[src/rtl/hazard_scoreboard.sv]
// hazard_scoreboard: counter-based RAW hazard detection for the ID stage.
// Each architectural register has a small countdown recording how many more
// cycles its pending result stays unavailable to a reader sitting in ID.
module hazard_scoreboard #(
  parameter int REG_W    = 4,
  parameter int WB_LAT   = 2,
  parameter int ALU_LAT  = 0,
  parameter int LOAD_LAT = 1,
  parameter int CNT_W    = 2,
  parameter int STAT_W   = 16
) (
  input  logic                  clk,
  input  logic                  rst,
  input  logic                  flush,
  input  logic                  id_valid,
  input  logic [REG_W-1:0]      id_src1,
  input  logic [REG_W-1:0]      id_src2,
  input  logic                  id_two_src,
  input  logic                  id_wb_en,
  input  logic [REG_W-1:0]      id_dest,
  input  logic                  id_mem_read,
  input  logic                  forward_en,
  output logic                  hazard,
  output logic [CNT_W-1:0]      stall_cycles,
  output logic [(2**REG_W)-1:0] busy_vec,
  output logic [STAT_W-1:0]     stall_count
);

  localparam int NUM_REGS = 2 ** REG_W;

  localparam logic [CNT_W-1:0] WB_LAT_C   = CNT_W'(WB_LAT);
  localparam logic [CNT_W-1:0] ALU_LAT_C  = CNT_W'(ALU_LAT);
  localparam logic [CNT_W-1:0] LOAD_LAT_C = CNT_W'(LOAD_LAT);
  localparam logic [CNT_W-1:0] CNT_ONE    = CNT_W'(1);
  localparam logic [STAT_W-1:0] STAT_ONE  = STAT_W'(1);

  logic [CNT_W-1:0]    cnt_q [NUM_REGS];
  logic [CNT_W-1:0]    cnt_d [NUM_REGS];
  logic [NUM_REGS-1:0] busy_vec_q, busy_vec_d;
  logic [STAT_W-1:0]   stall_count_q, stall_count_d;

  logic [CNT_W-1:0] src1_cnt;
  logic [CNT_W-1:0] src2_cnt;
  logic             hit1;
  logic             hit2;
  logic             issue;
  logic [CNT_W-1:0] lat;

  // Hazard check against the current counts; the second source only counts
  // when the instruction actually reads it, and a flushed slot never stalls.
  always_comb begin
    src1_cnt     = cnt_q[id_src1];
    src2_cnt     = id_two_src ? cnt_q[id_src2] : '0;
    hit1         = (src1_cnt != '0);
    hit2         = id_two_src && (cnt_q[id_src2] != '0);
    hazard       = id_valid && !flush && (hit1 || hit2);
    stall_cycles = (src1_cnt > src2_cnt) ? src1_cnt : src2_cnt;
    issue        = id_valid && !flush && !hazard && id_wb_en;
    if (forward_en) begin
      lat = id_mem_read ? LOAD_LAT_C : ALU_LAT_C;
    end else begin
      lat = WB_LAT_C;
    end
  end

  // Next counts: the issuing writer overwrites its destination (youngest
  // wins, even with a shorter latency); every other entry decays toward zero.
  always_comb begin
    for (int r = 0; r < NUM_REGS; r++) begin
      cnt_d[r] = '0;
      if (issue && (id_dest == REG_W'(r))) begin
        cnt_d[r] = lat;
      end else if (cnt_q[r] != '0) begin
        cnt_d[r] = cnt_q[r] - CNT_ONE;
      end
      busy_vec_d[r] = (cnt_d[r] != '0);
    end
  end

  // Saturating count of stalled cycles for performance monitoring.
  always_comb begin
    stall_count_d = stall_count_q;
    if (hazard && (stall_count_q != '1)) begin
      stall_count_d = stall_count_q + STAT_ONE;
    end
  end

  // State registers with synchronous reset.
  always_ff @(posedge clk) begin
    if (rst) begin
      for (int r = 0; r < NUM_REGS; r++) begin
        cnt_q[r] <= '0;
      end
      busy_vec_q    <= '0;
      stall_count_q <= '0;
    end else begin
      for (int r = 0; r < NUM_REGS; r++) begin
        cnt_q[r] <= cnt_d[r];
      end
      busy_vec_q    <= busy_vec_d;
      stall_count_q <= stall_count_d;
    end
  end

  assign busy_vec    = busy_vec_q;
  assign stall_count = stall_count_q;

endmodule

[config.mk]
export PLATFORM = sky130hd
export DESIGN_NAME = hazard_scoreboard
export DESIGN_NICKNAME = d
export VERILOG_FILES = /design/src/rtl/hazard_scoreboard.sv
export SDC_FILE = /design/constraint.sdc
export NUM_CORES = 1
export LEC_CHECK = 0
export ABC_CLOCK_PERIOD_IN_PS = 4000
export BUFFER_PORTS_ARGS = -buffer_cell sky130_fd_sc_hd__buf_2
export CORE_MARGIN = 2
export CORE_UTILIZATION = 40
export CTS_CLUSTER_SIZE = 28
export DETAILED_ROUTE_END_ITERATION = 7
export PLACE_DENSITY = 0.61
export SLEW_MARGIN = 20
export SYNTH_ARGS = -nofsm -noshare
export SYNTH_HDL_FRONTEND = slang
export SYNTH_SLANG_ARGS = --single-unit
[constraint.sdc]
create_clock -name clk -period 4 [get_ports clk]
set_input_delay 0.2 -clock clk [delete_from_list [all_inputs] [get_ports clk]]
set_output_delay 0.2 -clock clk [all_outputs]
set_load 0.05 [all_outputs]
==> results.py <==
metrics = {
    "yosys": {
        "yosys.area.top_type": "dfxtp_1",
        "synth_cell_types": 39,
        "synth.area.top_cells": "dfxtp_1 36%, mux2i_1 15%, mux4_2 5.1%, nor3_2 4.5%, nand3b_1 4.4%",
        "synth_edf_count": 0,
        "synth_flop_cell": "dfxtp_1",
        "ys_warn_count": 0,
        "netlist_instances": 367,
        "ys_seq_elements": 64,
        "syn_avg_cell_area_um2": 9.675,
        "synth-async-reset-ratio_pct": 0,
        "synth_area_um2": 3551,
        "yosysSeqAreaShare_pct": 36.08,
        "synth_nets": 391,
        "synth_top_area_share_pct": 36.08,
    },
    "sta": {
        "final_hold_viol_count": 0,
        "finalSetupViolations": 0,
        "setup_slack_ns": 1.214,
        "min_period_over_period_pct": 69.65,
        "clock-skew-final_ns": 0.01124,
        "tns_ns": 0,
        "slew_headroom_pct": 45.07,
        "holdWs_ns": 0.2958,
        "fmax_mhz": 358.9,
        "report.final.slew_viol_count": 0,
        "period_minus_slack_ns": 2.786,
        "rsz0062_at_grt": "no",
        "tightestPinTransition_ns": 0.8240,
    },
    "setup_path": {
        "r2r-end": "cnt_q[6][0]",
        "critPathMaxFanout": 4,
        "cp.required_ns": 3.80,
        "cp-startpoint": "cnt_q[13][0]",
        "r2r-start": "cnt_q[3][1]",
        "reg2regPathDepth": 6,
        "start_kind": "register",
        "r2r_slack_ns": 1.27,
        "arrival_ns": 2.59,
        "endpoint_kind": "output pin",
        "cp-endpoint": "stall_cycles[0]",
        "worstSetupPathType": "reg2out",
    },
    "die": {
        "die_w_um": 98.22,
        "initial_utilization_pct": 40.92,
        "die-area_um2": 9647,
        "core_area_um2": 8678,
        "num_rows": 34,
        "die_y_um": 98.22,
        "pin_count": 55,
    },
    "drt": {
        "drc": 0,
        "vias_per_cell": 5.739,
        "ant_nets": 0,
        "dr.pass1.iters": 4,
        "vias": 3013,
        "first_iter_violations": 108,
        "wirelength_um": 8645,
        "wire_per_inst_um": 16.47,
    },
    "layout": {
        "syn_to_final_growth_pct": 15.15,
        "final_cell_mix": "64 x dfxtp_1, 54 x buf_2, 52 x mux2i_1",
        "antenna_cells": 0,
        "fill_cells": 863,
        "multi_input_comb_area_um2": 2155,
        "mostFrequentLayoutCell": "dfxtp_1",
        "finalNonFillerCells": 525,
        "final-seq-area_um2": 1281,
        "drive_above_1_share_pct": 25.66,
        "final_util_pct": 47.12,
        "nets": 436,
    },
    "global_routing": {
        "globalRouteTotalUtil_pct": 18.67,
        "grt_pass1_wl_um": 14750,
        "antenna_found_initial": 0,
        "grt_start_max_net_pins": 56,
        "grt_pass1_vias": 2885,
        "overflow": 0,
    },
    "clock_network": {
        "cts_buffer_depth": 2,
        "cts.sinks": 64,
        "cts_buffers": 9,
        "postCtsHoldBufs": 0,
        "postCtsSetupRepairBufs": 0,
        "clk_latency_ns": 0.33,
        "clk_pin_slew_ns": 0.07,
        "cts_tree": "yes",
        "cts.repair.resized": 0,
        "cts-root-buf": "clkbuf_8",
        "htree_levels": 3,
    },
    "hold_path": {
        "worstHoldPathType": "in2reg",
    },
    "place": {
        "io_buffers": 54,
        "gp_congestion": 0.8524,
        "place_inst": 509,
        "dp_slack_ns": 1.073,
        "dp_hpwl_um": 6124,
    },
    "power_and_ir_drop": {
        "pwr-share-comb_pct": 9.4,
        "power.leakage_nw": 1.474,
        "p_int_mw": 1.047,
        "p_seq_share_pct": 46.2,
        "switching_share_pct": 24.38,
        "ir_worst_vdd_uv": 199.0,
        "powerDensity_nw_per_um2": 338.7,
        "power_frac_clock_pct": 44.4,
        "p_switching_mw": 0.3377,
    },
    "outcome": {
        "status": "finished clean",
    },
    "run": {
        "drv_cap": 0,
    },
}
-- cell usage after synthesis (all sizes together) (9+ instances only) --
library cell,count
mux2i,52
nor2b,9
nand2,14
clkbuf,16
nor2,13
nand3,21
o31ai,16
nor3,21
dfxtp,64
or4,18
a21oi,11
nand3b,21
nand2b,18
-- power groups by stage --
| stage | Combinational (mW) | Sequential (mW) | Clock, mW |
|---|---|---|---|
| 3_3_place_gp | 0.129 | 0.655 | 0 |
| 5_1_grt | 0.143 | 0.640 | 0.662 |
| 2_1_floorplan | 0.0924 | 0.658 | 0 |
| 3_5_place_dp | 0.130 | 0.655 | 0 |
| 4_1_cts | 0.131 | 0.640 | 0.630 |
| 6_report | 0.130 | 0.640 | 0.615 |
-- kinds of logic after synthesis --
| family | after synthesis | share of synthesized area, % |
|---|---|---|
| buffers and inverters | 28 | 3.488 |
| AND/OR/NAND/NOR | 159 | 28.82 |
| flip-flops | 64 | 36.08 |
| AO/OA/AOI/OAI | 48 | 9.197 |
| multiplexers | 64 | 21.00 |
| adder cells (fa/ha/maj) | 4 | 1.409 |
-- through the flow --
| stage | power (mW) | area, um^2 |
|---|---|---|
| 3_5_place_dp | 0.7852 | 3875 |
| 6_report | 1.385 | 4089 |
| 3_3_place_gp | 0.7836 | 3875 |
| 5_1_grt | 1.445 | 4089 |
| 4_1_cts | 1.401 | 4089 |
| 2_1_floorplan | 0.7508 | 3551 |
-- flip-flops by register name, summed over array words and instances (netlist names) --
signal,count
cnt_q,32
busy_vec,16
stall_count,16
-- how the worst min path moves through the flow --
stage                         start         endpoint  slack [ns]  cells after the start
finish                        flush   stall_count[1]        0.30                      4
floorplan               cnt_q[2][0]      cnt_q[2][0]        0.46                      1
global route                  flush   stall_count[1]        0.35                      4
global placement     stall_count[8]   stall_count[8]        0.48                      2
detailed placement  stall_count[15]  stall_count[15]        0.49                      2
CTS                           flush   stall_count[1]        0.30                      4
-- critical path: stages (launching register included) --
cell	delay [ns]
dfxtp_1	0.40
mux2i_1	0.13
a22oi_1	0.16
nand3_1	0.09
o21ai_0	0.54
ha_1	0.35
inv_1	0.05
o22ai_1	0.07
o21ai_0	0.16
buf_2	0.29
-- area by class of cell --
| cell class | instances | area share [%] |
|---|---|---|
| Inverter | 7 | 0.6426 |
| Tap cell | 108 | 3.305 |
| Multi-Input combinational cell | 275 | 52.69 |
| Timing Repair Buffer | 55 | 6.793 |
| Clock buffer | 13 | 3.641 |
| Clock inverter | 3 | 1.591 |
| Sequential cell | 64 | 31.33 |
-- routing by layer --
layer | routed length (um) | track usage [%]
met4 | 63 | 3.793
met1 | 4067 | 25.38
met3 | 462 | 5.297
met5 | 0 | 0
met2 | 4052 | 29.93
Note: power is estimated with default switching activity, not from simulation.
